--- src/rtl/sync_frame_pkg.sv ---
// rtl/sync_frame_pkg.sv - shared types and constants for the 1101 sync-word serializer
package sync_frame_pkg;

    typedef enum logic [1:0] {
        IDLE    = 2'd0,
        SYNC    = 2'd1,
        PAYLOAD = 2'd2,
        STUFF   = 2'd3
    } state_t;

    localparam logic [3:0] SYNC_WORD     = 4'b1101;
    localparam int         SYNC_LEN      = 4;
    localparam logic [2:0] STUFF_TRIGGER = 3'b110;

    // PAYLOAD and STUFF share the same next-bit decision.
    function automatic logic is_payload_phase(input state_t s);
        return (s == PAYLOAD) || (s == STUFF);
    endfunction

endpackage

--- src/rtl/sync_frame_stuff_ctrl.sv ---
// rtl/sync_frame_stuff_ctrl.sv - last-three-bits history and zero-stuff request
module sync_frame_stuff_ctrl
    import sync_frame_pkg::*;
(
    input  logic clk,
    input  logic rst,
    input  logic clr,
    input  logic drive,
    input  logic line_bit,
    output logic stuff_req
);

    logic [2:0] history;

    always_ff @(posedge clk or posedge rst) begin
        if (rst) begin
            history <= '0;
        end else if (clr) begin
            history <= '0;
        end else if (drive) begin
            history <= {history[1:0], line_bit};
        end
    end

    // A 1 after "110" would complete a 1101 inside the payload.
    assign stuff_req = (history == STUFF_TRIGGER);

endmodule

--- src/rtl/sync_frame_serializer.sv ---
// rtl/sync_frame_serializer.sv - MSB-first 1101 sync-word framer with zero-bit stuffing
module sync_frame_serializer #(
    parameter int         PAYLOAD_W = 8,
    parameter logic [3:0] SYNC_WORD = sync_frame_pkg::SYNC_WORD
) (
    input  logic                 clk,
    input  logic                 rst,
    input  logic                 bit_en,
    input  logic                 s_valid,
    output logic                 s_ready,
    input  logic [PAYLOAD_W-1:0] s_data,
    output logic                 data_out,
    output logic                 tx_active,
    output logic                 frame_done
);
    import sync_frame_pkg::*;

    localparam int CNT_W = $clog2(PAYLOAD_W + 1);

    state_t               state;
    state_t               state_next;
    logic [PAYLOAD_W-1:0] shift_reg;
    logic [1:0]           sync_idx;
    logic [CNT_W-1:0]     pay_cnt;

    logic accept;
    logic step;
    logic in_payload;
    logic last_sync;
    logic do_sync;
    logic do_stuff;
    logic do_pay;
    logic fin;
    logic drive;
    logic stuff_req;

    logic drive_bit;
    logic data_next;
    logic s_ready_next;
    logic tx_active_next;

    assign accept     = s_valid && s_ready;
    assign step       = bit_en && (state != IDLE);
    assign in_payload = is_payload_phase(state);
    assign last_sync  = (sync_idx == 2'(SYNC_LEN - 1));

    assign do_sync  = step && (state == SYNC);
    assign fin      = step && in_payload && (pay_cnt == '0);
    assign do_stuff = step && in_payload && (pay_cnt != '0) && stuff_req;
    assign do_pay   = step && in_payload && (pay_cnt != '0) && !stuff_req;
    assign drive    = do_sync || do_stuff || do_pay;

    sync_frame_stuff_ctrl u_stuff_ctrl (
        .clk       (clk),
        .rst       (rst),
        .clr       (accept),
        .drive     (drive),
        .line_bit  (drive_bit),
        .stuff_req (stuff_req)
    );

    always_ff @(posedge clk or posedge rst) begin
        if (rst) begin
            state <= IDLE;
        end else begin
            state <= state_next;
        end
    end

    always_comb begin
        state_next = state;
        case (state)
            IDLE: begin
                if (accept) state_next = SYNC;
            end
            SYNC: begin
                if (do_sync && last_sync) state_next = PAYLOAD;
            end
            PAYLOAD, STUFF: begin
                if (fin)           state_next = IDLE;
                else if (do_stuff) state_next = STUFF;
                else if (do_pay)   state_next = PAYLOAD;
            end
            default: state_next = IDLE;
        endcase
    end

    always_comb begin
        drive_bit = 1'b0;
        if (do_sync) begin
            drive_bit = SYNC_WORD[2'(SYNC_LEN - 1) - sync_idx];
        end else if (do_pay) begin
            drive_bit = shift_reg[PAYLOAD_W-1];
        end

        data_next = data_out;
        if (drive) begin
            data_next = drive_bit;
        end else if (fin) begin
            data_next = 1'b0;
        end

        // s_ready only rises from IDLE, so it lags the frame end by one edge.
        s_ready_next = s_ready;
        if (accept) begin
            s_ready_next = 1'b0;
        end else if (state == IDLE) begin
            s_ready_next = 1'b1;
        end

        tx_active_next = tx_active;
        if (accept) begin
            tx_active_next = 1'b1;
        end else if (fin) begin
            tx_active_next = 1'b0;
        end
    end

    always_ff @(posedge clk or posedge rst) begin
        if (rst) begin
            shift_reg  <= '0;
            sync_idx   <= '0;
            pay_cnt    <= '0;
            data_out   <= 1'b0;
            s_ready    <= 1'b0;
            tx_active  <= 1'b0;
            frame_done <= 1'b0;
        end else begin
            data_out   <= data_next;
            s_ready    <= s_ready_next;
            tx_active  <= tx_active_next;
            frame_done <= fin;
            if (accept) begin
                shift_reg <= s_data;
                sync_idx  <= '0;
                pay_cnt   <= CNT_W'(PAYLOAD_W);
            end else begin
                if (do_sync) begin
                    sync_idx <= sync_idx + 2'd1;
                end
                if (do_pay) begin
                    shift_reg <= shift_reg << 1;
                    pay_cnt   <= pay_cnt - CNT_W'(1);
                end
            end
        end
    end

endmodule
--- config.mk ---
export PLATFORM = sky130hd
export DESIGN_NAME = sync_frame_serializer
export DESIGN_NICKNAME = d
export VERILOG_FILES = /design/src/rtl/sync_frame_pkg.sv /design/src/rtl/sync_frame_stuff_ctrl.sv /design/src/rtl/sync_frame_serializer.sv
export SDC_FILE = /design/constraint.sdc
export NUM_CORES = 1
export LEC_CHECK = 0
export ABC_AREA = 1
export CORE_UTILIZATION = 48
export CTS_CLUSTER_SIZE = 28
export DETAILED_ROUTE_END_ITERATION = 6
export PLACE_DENSITY = 0.76
export SYNTH_ARGS = -nofsm -noshare
export SYNTH_HDL_FRONTEND = slang
export SYNTH_SLANG_ARGS = --single-unit
--- constraint.sdc ---
create_clock -name clk -period 1.4 [get_ports clk]
set_input_delay 0.42 -clock clk [delete_from_list [all_inputs] [get_ports clk]]
set_output_delay 0.42 -clock clk [all_outputs]
set_load 0.03 [all_outputs]
; ---- After elaboration in Yosys (flattened, before gate mapping)
; Index checks and enable logic that the tools add are counted.
[word_totals]
elab_cells = 69
input_bits = 12
out_inout_bits = 4
ff_bits = 23
[op_classes]
magnitude_cmp = 1
mux = 23
n_eq_ne = 8
n_reduce_logical = 25
n_addsub = 3
[ops]
columns = cell, n
row1 = $mux W8, 2
row2 = $mux W2, 7
row3 = $reduce_bool A2 Y1, 7
row4 = $logic_and A1 B1 Y1, 9
row5 = $mux W1, 8
row6 = $mux W4, 2
row7 = $eq A2 B2 Y1 const B, 3
row8 = $mux W3, 2
row9 = $pmux W2 S3, 1
row10 = $logic_not A4 Y1, 1
row11 = $ne A4 B4 Y1 const B, 1
row12 = $reduce_bool A4 Y1, 1
row13 = $sub A4 B1 Y4 const B, 1
row14 = $eq A3 B3 Y1 const B, 1
row15 = $logic_or A1 B1 Y1, 3
row16 = $lt A2 B3 Y1 const B, 1
row17 = $reduce_and A3 Y1, 1
row18 = $add A2 B1 Y2 const B, 1
row19 = $bmux W1 S2, 1
row20 = $eq A2 B1 Y1 const B, 1
row21 = $logic_not A2 Y1, 1
row22 = $ne A2 B1 Y1 const B, 1
row23 = $ne A2 B2 Y1 const B, 1
row24 = $reduce_or A2 Y1, 1
row25 = other kinds (2), 2

; ---- Depth between registers and ports, before layout
[depth]
depth_word = 9
depth_mapped = 8
depth_no_buf = 8

; ---- Modules after synthesis
; Synthesis repeated with hierarchy kept, for this count alone.
[hier_totals]
cells_unflattened = 153
area_unflattened_um2 = 1182.4
[modules_own_cells]
columns = module, cells_each, seq_area_each_um2, instances, area_each_um2
row1 = sync_frame_serializer, 136, 500.5, 1, 1048.5
row2 = sync_frame_stuff_ctrl, 17, 75.1, 1, 133.9

; ---- Worst setup path after synthesis
; OpenSTA, ideal clock, no wires.
[synth_path]
path_type = flip-flop to flip-flop
start = register pay_cnt[0]
end = register shift_reg[1]
setup_slack_ns = 0.116
period_less_slack_ns = 1.284
t_arrival_ns = 1.168
n_path_buf = 1
stages_incl_launch_ff = 9
required_time_ns = 1.284
setup_time_ns = 0.116
cell_sequence = dfrtp_1 inv_1 ha_1 nand3_4 nand3_4 nand2_4 buf_12 nand2_2 nand2_1
[synth_via]
elab_chain_cells = 4
[synth_rtl]
columns = element, line
row1 = start: declaration, sync_frame_serializer.sv:24  ; logic [CNT_W-1:0] pay_cnt;
row2 = start signal: assignment, sync_frame_serializer.sv:136  ; pay_cnt <= CNT_W'(PAYLOAD_W);
row3 = start signal: assignment, sync_frame_serializer.sv:143  ; pay_cnt <= pay_cnt - CNT_W'(1);
row4 = $reduce_bool A4 Y1, sync_frame_serializer.sv:50  ; assign do_pay = step && in_payload && (pay_cnt != '0) && !stuff_req;
row5 = $logic_and A1 B1 Y1 (2 in series), sync_frame_serializer.sv:50
row6 = $reduce_bool A2 Y1 (no line), -
row7 = end signal: assignment, sync_frame_serializer.sv:134  ; shift_reg <= s_data;
row8 = end signal: assignment, sync_frame_serializer.sv:142  ; shift_reg <= shift_reg << 1;
row9 = end: declaration, sync_frame_serializer.sv:22  ; logic [PAYLOAD_W-1:0] shift_reg;
; Every way passes these cells.
; A chain may end at the register's enable or synchronous reset.

; ---- Final worst setup path
[layout_path]
start = register s_ready
end = output port s_ready
[layout_rtl]
columns = element, line
row1 = start: declaration, sync_frame_serializer.sv:10  ; output logic s_ready,
row2 = start signal: assignment, sync_frame_serializer.sv:130  ; s_ready <= s_ready_next;
; No word-level cell between the ends.

==> out/metrics.yaml <==
timing:
  setup_viol: 0
  hold_viol: 0
  skew_ns: 0.0152
  slew_violations: 0
  worstMarginPinSlew_ns: 0.211
  max_freq_mhz: 747
  min_period_ns: 1.34
  fin_setup_tns_ns: 0
  rsz0062_at_grt: "no"
  min_period_over_period: 0.956
  max_slew_margin: 0.858
worst_setup_path:
  critPathLaunch: "s_ready"
  crit_required_ns: 0.98
  start_kind: "flip-flop"
  crit_family: "flip-flops"
  end_kind: "primary output"
  critPathKind: "reg2out"
  r2r-start: "pay_cnt[0]"
  critPathMaxFanout: 3
  crit_buf_inv: 1
  cpPeakStageDelay_ns: 0.44
  slowest_stage: "dfrtp_1"
  crit_path_cell_trace: "buf_4"
  worstPathArrival_ns: 0.92
cells_and_area:
  seq_area_sq_um: 576
  multiInputGateArea_sq_um: 554
  syn_to_final_growth_pct: 26.4
  drive_above_1_share: 0.262
  largest_reg_flops: 8
  final_nets: 189
  fillCellCount: 196
  fin_util: 0.668
  antenna_cells: 0
place:
  routabilityCongestion: 0.819
  detailed_place_hpwl_mm: 1.78
  portBuffers: 15
route:
  antenna_left: 0
  drc: 0
  num_vias: 992
  drtPass1Iterations: 4
  wl_per_cell_um: 11.3
  drtIter0Drc: 21
  finalWirelength_mm: 2.25
  viasPerCell: 4.96
pwr:
  power.net_switching_w: 0.00135
  clock_power_share: 0.098
  internal-power_w: 0.00180
  p_total_w: 0.00315
  cellPowerDensity_nw_per_um2: 2060
  seq_power_share: 0.361
  ir_worst_vdd_v: 0.00114
  p_leak_nw: 0.796
  comb_power_share: 0.541
  swShare: 0.428
yosys:
  syn_inst: 143
  syn_nets: 159
  synth_most_common_cell: "nand2_1"
  synth_top_area_share: 0.474
  synthTopCellsByArea: "dfrtp_1 47%, nand2_1 15%, ha_1 4.1%, inv_1 3.7%, o21ai_2 3.6%"
  ys.warnings.count: 0
  syn_area_per_cell_sq_um: 8.49
  yosysTopAreaCell: "dfrtp_1"
  synth_area_sq_um: 1210
  yosys-top-cells-count: "49 x nand2_1, 23 x dfrtp_1, 12 x inv_1"
  synth-seq-area-share: 0.474
  synth-main-ff-cell: "dfrtp_1"
  ys_ff_latch: 23
  synthArstFlopShare: 1.00
  synth_edf_count: 0
  synth_cell_types: 24
min_path:
  min_path_type: "in2async"
die:
  die_x_um: 52.3
  die_y_um: 52.3
  io-pin-count: 16
  rows: 17
  coreArea_sq_um: 2300
  fp.dieArea_sq_um: 2730
  start_util: 0.528
cts:
  cts_tree: "yes"
  cts.path.max_buffers: 2
  htree_levels: 1
  cts_num_sinks: 23
  cts_inserted_buffers: 3
  clk_latency_ns: 0.31
  cts_root_buf: "clkbuf_4"
  cts_hold_buffers: 0
  path_clk_slew_ns: 0.14
global_routing:
  grt_usage: 0.201
  grt_first_pass_wirelength_mm: 4.10
  antenna_found_initial: 0
  grt_pass1_vias: 1002
  grt_max_degree: 24
  grt_overflow: 0
outcome:
  status: "completed"
run:
  drv_cap: 0
-- placed cells by master (no fill, tap or decap) --
cell             instances
a21oi_1                  4
buf_12                   3
buf_4                   14
clkbuf_4                 3
clkdlybuf4s50_1         10
clkinv_2                 2
dfrtp_1                 23
dlymetal6s2s_1           1
ha_1                     3
ha_2                     1
inv_1                   11
inv_2                    3
inv_4                    1
nand2_1                 48
nand2_2                  7
nand2_4                  2
nand3_1                  8
nand3_2                  1
nand3_4                  2
nand4_1                  2
nor2_1                   9
nor2_4                   1
o21ai_0                  4
o21ai_2                  5
o22ai_1                  1
o31ai_1                  1
or2_1                    1
xnor2_1                  1
-- worst paths after layout --
| path | slack (ns) | cells after the start | end |
|---|---|---|---|
| max | 0.06 | 1 | s_ready |
| min | 0.41 | 3 | shift_reg[5] |
| max reg2reg | 0.10 | 8 | shift_reg[1] |
| min reg2reg | 0.49 | 2 | shift_reg[7] |
| max in group asynchronous | 0.84 | 3 | sync_idx[1] |
| min in group clk | 0.47 | 3 | state[1] |
-- logic make-up after synthesis --
kind of cell / after synthesis / synth area share
flip-flops: 23 / 0.474
XOR/XNOR: 1 / 0.00722
adder cells (fa/ha/maj): 4 / 0.0412
AND/OR/NAND/NOR: 81 / 0.318
AO/OA/AOI/OAI: 15 / 0.0804
buffers and inverters: 19 / 0.0794
-- cell type report --
class,instances,share of cell area
Clock buffer,3,0.0147
Timing Repair Buffer,28,0.181
Clock inverter,1,0.00326
Multi-Input combinational cell,101,0.361
Tap cell,28,0.0228
Sequential cell,23,0.375
Inverter,16,0.0416
-- stage by stage --
stage          hold slack (ns)  instances  instance area (sq um)  setup slack [ns]
6_report                 0.405        200                   1530            0.0614
4_1_cts                  0.403        200                   1520            0.0288
3_5_place_dp             0.460        196                   1490            -0.283
5_1_grt                  0.437        200                   1530           0.00824
3_3_place_gp             0.457        196                   1490            -0.245
2_1_floorplan            0.422        143                   1210             0.116
-- timing repair --
action	in CTS	in global routing
gates resized for setup	0	6
setup endpoints to repair	0	9
setup buffers	0	0
-- power groups by stage --
stage	Combinational (W)	Sequential, W	Clock (W)
CTS	0.00169	0.00114	0.000323
floorplan	0.00111	0.00121	0
finish	0.00171	0.00114	0.000310
global placement	0.00163	0.00114	0
detailed placement	0.00168	0.00116	0
global route	0.00193	0.00117	0.000343
-- per-layer routing --
layer | up-vias | part of all wire | GRT usage
met4 | 0 | 0.0062 | 0.0746
met3 | 2 | 0.024 | 0.0261
met5 | - | 0 | 0
li1 | 509 | - | -
met2 | 13 | 0.50 | 0.335
met1 | 468 | 0.47 | 0.263
No activity file was read; power rests on OpenSTA's default activity.
